## src/rtl/sparc_ifu_fetch_sched.sv

```systemverilog
// Burst-aware round-robin scheduler sharing the IFU fetch/fill resource among four threads.
// Optional starvation escalation is enabled by defining SPARC_IFU_FSCHED_STARVE_EN.
module sparc_ifu_fetch_sched #(
    parameter int LEN_W      = 2,
    parameter int STARVE_MAX = 8
) (
    input  logic               clk,
    input  logic               arst_l,
    input  logic [3:0]         req_vec,
    input  logic [4*LEN_W-1:0] req_len,
    input  logic               ack,
    input  logic               halt,
    output logic [3:0]         grant_vec,
    output logic               grant_vld,
    output logic               last_beat,
    output logic [3:0]         park_vec
);

    if (STARVE_MAX < 1 || STARVE_MAX > 15) begin : g_bad_starve_max
        $error("STARVE_MAX must fit a 4-bit saturating wait counter");
    end

    typedef enum logic {ST_IDLE, ST_BUSY} state_t;

    state_t           r_state, w_state_nxt;
    logic [3:0]       r_grant, w_grant_nxt;
    logic [3:0]       r_park, w_park_nxt;
    logic [LEN_W-1:0] r_beat, w_beat_nxt;

    logic [3:0]       w_cand;
    logic [3:0]       w_arb_park;
    logic [3:0]       w_pick;
    logic [LEN_W-1:0] w_pick_len;
    logic             w_own_req;
    logic             w_done;

    function automatic logic [1:0] f_idx(input logic [3:0] oh);
        logic [1:0] idx;
        idx = 2'd0;
        for (int k = 0; k < 4; k++) begin
            if (oh[k]) idx = 2'(k);
        end
        return idx;
    endfunction

    // Offsets scanned from farthest to nearest so the thread right after park wins.
    function automatic logic [3:0] f_rr_pick(input logic [3:0] req, input logic [3:0] park);
        logic [1:0] base;
        logic [1:0] t;
        logic [3:0] pick;
        base = f_idx(park);
        pick = 4'b0000;
        for (int k = 4; k >= 1; k--) begin
            t = base + 2'(k);
            if (req[t]) pick = 4'b0001 << t;
        end
        return pick;
    endfunction

`ifdef SPARC_IFU_FSCHED_STARVE_EN
    localparam logic [3:0] STARVE_TH = 4'(STARVE_MAX);

    logic [3:0] r_wait [4];
    logic [3:0] w_starved;

    always_ff @(posedge clk or negedge arst_l) begin
        if (!arst_l) begin
            for (int k = 0; k < 4; k++) r_wait[k] <= 4'd0;
        end else begin
            for (int k = 0; k < 4; k++) begin
                if (!req_vec[k] || r_grant[k]) r_wait[k] <= 4'd0;
                else if (r_wait[k] != 4'hF)    r_wait[k] <= r_wait[k] + 4'd1;
            end
        end
    end

    always_comb begin
        w_starved = 4'b0000;
        for (int k = 0; k < 4; k++) begin
            w_starved[k] = req_vec[k] && (r_wait[k] >= STARVE_TH);
        end
    end

    assign w_cand = (|w_starved) ? w_starved : req_vec;
`else
    assign w_cand = req_vec;
`endif

    // In BUSY, arbitration only matters at release, when the current grant becomes the park.
    assign w_arb_park = (r_state == ST_BUSY) ? r_grant : r_park;
    assign w_pick     = f_rr_pick(w_cand, w_arb_park);

    always_comb begin
        w_pick_len = '0;
        for (int k = 0; k < 4; k++) begin
            if (w_pick[k]) w_pick_len = req_len[k*LEN_W +: LEN_W];
        end
    end

    assign w_own_req = |(req_vec & r_grant);
    assign w_done    = (r_state == ST_BUSY) && (!w_own_req || (ack && (r_beat == '0)));

    always_comb begin
        w_state_nxt = r_state;
        w_grant_nxt = r_grant;
        w_park_nxt  = r_park;
        w_beat_nxt  = r_beat;
        case (r_state)
            ST_IDLE: begin
                if (!halt && (|req_vec)) begin
                    w_grant_nxt = w_pick;
                    w_beat_nxt  = w_pick_len;
                    w_state_nxt = ST_BUSY;
                end
            end
            ST_BUSY: begin
                if (w_done) begin
                    w_park_nxt = r_grant;
                    if (!halt && (|req_vec)) begin
                        w_grant_nxt = w_pick;
                        w_beat_nxt  = w_pick_len;
                    end else begin
                        w_grant_nxt = 4'b0000;
                        w_beat_nxt  = '0;
                        w_state_nxt = ST_IDLE;
                    end
                end else if (ack) begin
                    w_beat_nxt = r_beat - LEN_W'(1);
                end
            end
            default: begin
                w_state_nxt = ST_IDLE;
                w_grant_nxt = 4'b0000;
                w_beat_nxt  = '0;
            end
        endcase
    end

    always_ff @(posedge clk or negedge arst_l) begin
        if (!arst_l) begin
            r_state <= ST_IDLE;
            r_grant <= 4'b0000;
            r_park  <= 4'b0001;
            r_beat  <= '0;
        end else begin
            r_state <= w_state_nxt;
            r_grant <= w_grant_nxt;
            r_park  <= w_park_nxt;
            r_beat  <= w_beat_nxt;
        end
    end

    assign grant_vec = r_grant;
    assign grant_vld = |r_grant;
    assign last_beat = (|r_grant) && (r_beat == '0);
    assign park_vec  = r_park;

endmodule

```

## config.mk

```make
export PLATFORM = sky130hd
export DESIGN_NAME = sparc_ifu_fetch_sched
export DESIGN_NICKNAME = d
export VERILOG_FILES = /design/src/rtl/sparc_ifu_fetch_sched.sv
export SDC_FILE = /design/constraint.sdc
export NUM_CORES = 1
export LEC_CHECK = 0
export ABC_AREA = 1
export CAP_MARGIN = 25
export CORE_MARGIN = 1
export CORE_UTILIZATION = 50
export CTS_CLUSTER_SIZE = 28
export DETAILED_ROUTE_END_ITERATION = 16
export HOLD_SLACK_MARGIN = 0.05
export PLACE_DENSITY = 0.86
export SYNTH_ARGS = -nofsm -noshare
export SYNTH_HDL_FRONTEND = slang
export SYNTH_SLANG_ARGS = --single-unit
```

## constraint.sdc

```tcl
create_clock -name clk -period 4.6 [get_ports clk]
set_input_delay 0.69 -clock clk [delete_from_list [all_inputs] [get_ports clk]]
set_output_delay 0.69 -clock clk [all_outputs]
set_load 0.01 [all_outputs]
```

# ---- Word-level counts from Yosys, hierarchy flattened
# Index checks and enable logic that the tools add are counted.
dict set report classes {
  n_addsub 4
  magnitude_cmp 4
  n_eq_ne 3
  n_shift 4
  n_mux 32
  n_bitwise 2
  n_reduce_logical 14
}
# op count
set ops {}
lappend ops {{$mux W4} 8}
lappend ops {{$mux W2} 10}
lappend ops {{$shl A1 B2 Y4 const A} 4}
lappend ops {{$lt A2 B3 Y1 const B} 4}
lappend ops {{$reduce_or A4 Y1} 3}
lappend ops {{$bmux W1 S2} 4}
lappend ops {{$pmux W4 S2} 1}
lappend ops {{$mux W1} 7}
lappend ops {{$reduce_and A2 Y1} 3}
lappend ops {{$add A2 B2 Y2 const B} 2}
lappend ops {{$and A4 B4 Y4} 1}
lappend ops {{$logic_and A1 B1 Y1} 4}
lappend ops {{$pmux W2 S2} 1}
lappend ops {{$ne A3 B2 Y1 const B} 1}
lappend ops {{$add A2 B1 Y2 const B} 1}
lappend ops {{$logic_not A1 Y1} 2}
lappend ops {{$logic_not A2 Y1} 1}
lappend ops {{$ne A2 B1 Y1 const B} 1}
lappend ops {{$ne A2 B2 Y1 const B} 1}
lappend ops {{$pmux W1 S2} 1}
lappend ops {{$sub A2 B1 Y2 const B} 1}
lappend ops {{$logic_or A1 B1 Y1} 1}
lappend ops {{$not A1 Y1} 1}
dict set report word_totals {
  reg_bits 11
  in_bits 16
  out_inout_bits 10
}

# ---- Depth between registers and ports, before layout
dict set report depth {
  ltp_word 17
  depth_mapped 20
  depth_no_buf 20
}

# ---- Worst setup path after synthesis
# No wires, ideal clock.
dict set report synth_path {
  kind {register to register}
  startpoint {register r_grant[2] (netlist: grant_vec[2])}
  endpoint {register r_beat[0]}
  t_arrival_ps 1993
  t_required_ps 4478
  setup_slack_ps 2485
  path_stages_with_launch 20
  cell_sequence {dfrtp_1 inv_1 nand2_1 nand2_4 nand2_8 nand2_8 ha_1 inv_1 nand2_1 inv_1 nand2_4 nand2_4 nand3_1 nand3_1 a21oi_2 nand2_1 nand3_1 nand2_1 nand2_1 a21oi_2}
}
dict set report synth_between {
  elab_chain_cells 16
  word_cells_on_any_way 37
  classes_between {add/sub: 3; eq/ne: 1; shift: 4; mux: 23; bitwise: 1; reduce/logical: 5}
}
# element line_no
set synth_rtl {}
lappend synth_rtl {{start, declared} 26} ;# logic [3:0] r_grant, w_grant_nxt;
lappend synth_rtl {{start signal, assigned} 147} ;# r_grant <= w_grant_nxt;
lappend synth_rtl {{$mux W4} 90} ;# assign w_arb_park = (r_state == ST_BUSY) ? r_grant : r_park;
lappend synth_rtl {{$mux W2 (2 in a row)} 41} ;# if (oh[k]) idx = 2'(k);
lappend synth_rtl {{$add A2 B2 Y2 or $bmux W1 S2 (tied branches)} {54, 55}}
lappend synth_rtl {{$bmux W1 S2 or $mux W1 (tied branches)} 55} ;# if (req[t]) pick = 4'b0001 << t;
lappend synth_rtl {{$mux W1 (not written as such) or $mux W4 (tied branches)} 55}
lappend synth_rtl {{$mux W4 (3 in a row)} 55}
lappend synth_rtl {{$mux W2 (4 in a row)} 96} ;# if (w_pick[k]) w_pick_len = req_len[k*LEN_W +: LEN_W];
lappend synth_rtl {{$mux W2} 119} ;# if (!halt && (|req_vec)) begin
lappend synth_rtl {{$mux W2} 117} ;# if (w_done) begin
lappend synth_rtl {{$pmux W2 S2} 108} ;# case (r_state)
lappend synth_rtl {{end signal, assigned} 149} ;# r_beat <= w_beat_nxt;
lappend synth_rtl {{end, declared} 28} ;# logic [LEN_W-1:0] r_beat, w_beat_nxt;
# Parallel ways exist; a longest one is shown, timed or not. The select of a mux whose other input is x is not followed.
# A chain may end at the register's enable or synchronous reset.

# ---- Final worst setup path
dict set report layout_path {
  startpoint {register r_state}
  endpoint {register r_beat[1]}
}
dict set report layout_between {
  elab_chain_cells 17
  word_cells_on_any_way 36
  classes_between {add/sub: 3; eq/ne: 2; shift: 4; mux: 24; bitwise: 1; reduce/logical: 2}
}
# element line_no
set layout_rtl {}
lappend layout_rtl {{start, declared} 25} ;# state_t r_state, w_state_nxt;
lappend layout_rtl {{start signal, assigned} 146} ;# r_state <= w_state_nxt;
lappend layout_rtl {{$mux W4} 90}
lappend layout_rtl {{$mux W1} 41}
lappend layout_rtl {{$mux W2 (2 in a row)} 41}
lappend layout_rtl {{$add A2 B2 Y2 or $bmux W1 S2 (tied branches)} {54, 55}}
lappend layout_rtl {{$bmux W1 S2 or $mux W1 (tied branches)} 55}
lappend layout_rtl {{$mux W1 (not written as such) or $mux W4 (tied branches)} 55}
lappend layout_rtl {{$mux W4 (3 in a row)} 55}
lappend layout_rtl {{$mux W2 (4 in a row)} 96}
lappend layout_rtl {{$mux W2} 119}
lappend layout_rtl {{$mux W2} 117}
lappend layout_rtl {{$pmux W2 S2} 108}
# Parallel ways exist; a longest one is shown, timed or not. The select of a mux whose other input is x is not followed.

==> flow_metrics.py <==
metrics = {
    "status": {
        "outcome": "completed",
    },
    "grt": {
        "met1_usage_pct": 29.3,
        "busiest_layer": "met2",
        "grt_pass1_vias": 1165,
        "grt_max_degree": 12,
        "antenna_found_initial": 0,
        "grt_use_met2_pct": 45.8,
        "use_met3_pct": 5.15,
        "grt.total_usage_pct": 25.6,
        "gr-total-overflow": 0,
        "grt_pass1_wl_um": 4930,
    },
    "timing": {
        "skew_ns": 0.00464,
        "tightest_slew_ns": 0.494,
        "period_share_pct": 52.6,
        "fmax_ghz": 0.414,
        "period_minus_slack_ns": 2.42,
        "rsz0062_at_grt": "false",
        "hold_viol": 0,
        "whs_ns": 0.523,
        "drv_slew": 0,
        "relSlewSlack_pct": 67.0,
        "tns_ns": 0,
        "setup_viol": 0,
    },
    "synthesis": {
        "synthDominantCellAreaShare_pct": 21.2,
        "netlist_instances": 173,
        "syn_nets": 194,
        "syn_area_um2": 1180,
        "synth_ff_type": "dfrtp_1",
        "async_reset_ff_share_pct": 100,
        "ys_top_cells_by_count": "36 x nand2_1, 25 x inv_1, 24 x nand3_1",
        "ys_warn_count": 0,
        "synth.avg_cell_area_um2": 6.83,
        "yosys-top-cells-area": "dfrtp_1 21%, nand2_1 11%, nand3_1 10%, nand2_4 8.6%, inv_1 7.9%",
        "post-synth-top-count-cell": "nand2_1",
        "ys_seq_area_share_pct": 23.4,
        "synth_edf_count": 0,
        "synth_cell_types": 25,
        "synth_largest_area_cell": "dfrtp_1",
        "ys_ff_latch": 11,
    },
    "routing": {
        "vias_per_cell": 5.36,
        "routed_wl_um": 2910,
        "num_vias": 1233,
        "drc": 0,
        "dr.pass1.iters": 4,
        "drt-wirelength-per-cell_um": 12.7,
        "ant_nets": 0,
        "drtIter0Drc": 48,
    },
    "place": {
        "io_buffers": 25,
        "place_hpwl_um": 2360,
        "gp_congestion": 0.879,
        "post-place-cells": 226,
    },
    "clocking": {
        "clk_latency_ns": 0.27,
        "htreeDepth": 1,
        "cts_tree": "yes",
        "cts-root-buf": "clkbuf_4",
        "ctsLongestPathBuffers": 2,
        "holdBufCountCts": 0,
        "post_cts_buffers": 0,
        "post_cts_resized": 0,
        "clock-sinks": 11,
        "cts_buffers": 3,
        "path_clk_slew_ns": 0.07,
    },
    "power_and_ir_drop": {
        "powerDensity_nw_per_um2": 869,
        "max-vdd-ir-drop_uv": 554,
        "leakage_nw": 0.741,
    },
    "critical_path": {
        "cp_data_required_time_ns": 4.77,
        "crit_path_end_kind": "register",
        "critPathKind": "reg2reg",
        "cp_max_fo": 10,
        "startpoint_type": "register",
        "cp_data_arrival_time_ns": 2.59,
    },
    "floorplan": {
        "num_rows": 17,
        "coreArea_um2": 2210,
        "fp.dieArea_um2": 2560,
        "fp.dieW_um": 50.6,
        "start_util_pct": 53.4,
        "ioPinCount": 26,
        "die_height_um": 50.6,
    },
    "final_layout": {
        "n_antenna_cell": 0,
        "drive_above_1_share_pct": 18.8,
        "synthToLayoutAreaGrowth_pct": 26.4,
        "fin_nets": 224,
        "fin_cells": 230,
    },
    "worst_hold_path": {
        "min_path_type": "reg2reg",
    },
    "run": {
        "drv_cap": 0,
    },
}
==> cell families (layout without fill, tap and decap cells) <==
logic type	count (synthesis)	after routing	share of synthesized area (%)
compound gates	26	26	14.5
fa+ha+maj	5	5	5.30
buf+inv	32	61	10.2
flops	11	11	23.4
simple gates	99	99	46.6
==> worst paths after layout <==
kind                                    startpoint                       to  slack [ns]  cells after the start
setup reg to reg                 r_state$_DFF_PN0_    r_beat[1]$_DFFE_PN0P_        2.18                     19
hold / removal             park_vec[1]$_DFFE_PN0P_  park_vec[1]$_DFFE_PN0P_        0.52                      2
min in group asynchronous                   arst_l        r_state$_DFF_PN0_        0.75                      1
hold reg to reg            park_vec[1]$_DFFE_PN0P_  park_vec[1]$_DFFE_PN0P_        0.52                      2
max in group asynchronous                   arst_l  park_vec[0]$_DFFE_PN1P_        3.50                      1
setup / recovery                 r_state$_DFF_PN0_    r_beat[1]$_DFFE_PN0P_        2.18                     19
==> critical path, stage by stage, from the launching register on <==
cell and delay (ns):
dfrtp_1 0.45, inv_2 0.13, nand2_1 0.08, nand2_2 0.13, nand2_8 0.10, nand2_8 0.11, ha_1 0.22, inv_1 0.06
nand2_1 0.09, inv_1 0.07, nand2_4 0.09, nand2_4 0.07, nand3_1 0.06, nand3_1 0.10, a21oi_2 0.21, nand2_1 0.08
nand3_1 0.06, nand2_1 0.05, nand2_1 0.07, a21oi_2 0.05
==> metrics by stage <==
step | utilization, % | setup WS, ns | area [um2] | total power [W]
detailed placement | 66.3 | 1.95 | 1470 | 0.00122
CTS | 67.5 | 2.20 | 1490 | 0.00129
global placement | 66.3 | 2.04 | 1470 | 0.00119
finish | 67.5 | 2.18 | 1490 | 0.00130
global route | 67.5 | 1.90 | 1490 | 0.00143
floorplan | - | 2.49 | 1180 | 0.000976
==> metal layers <==
metal,share of wire (%),vias up
li1,-,612
met1,43,564
met2,50,47
met3,4.5,10
met4,2.3,0
met5,0,-
==> where the power goes <==
group	internal (W)	switching, W
Combinational	0.000401	0.000659
Clock	0.0000336	0.0000336
Sequential	0.000142	0.0000274
==> flip-flops by register name (all words and copies together) (netlist names) <==
signal     cells
grant_vec      4
park_vec       4
r_beat         2
r_state        1
==> layout by cell type (no fill, tap or decap), types with 5 or more instances in the layout <==
master / instances
nand2_1: 36
inv_1: 25
clkdlybuf4s50_1: 25
nand3_1: 24
nor2_1: 15
dfrtp_1: 10
nand2_4: 9
inv_2: 7
o22ai_1: 6
o21ai_0: 6
nand2_2: 5
ha_1: 5
==> cell type report <==
type,count,area [um2]
Sequential cell,11,277
Fill cell,204,719
Inverter,32,120
Timing Repair Buffer,25,250
Multi-Input combinational cell,130,785
Clock buffer,4,26.3
Tap cell,28,35.0
Power figures use the tool's default switching activity.
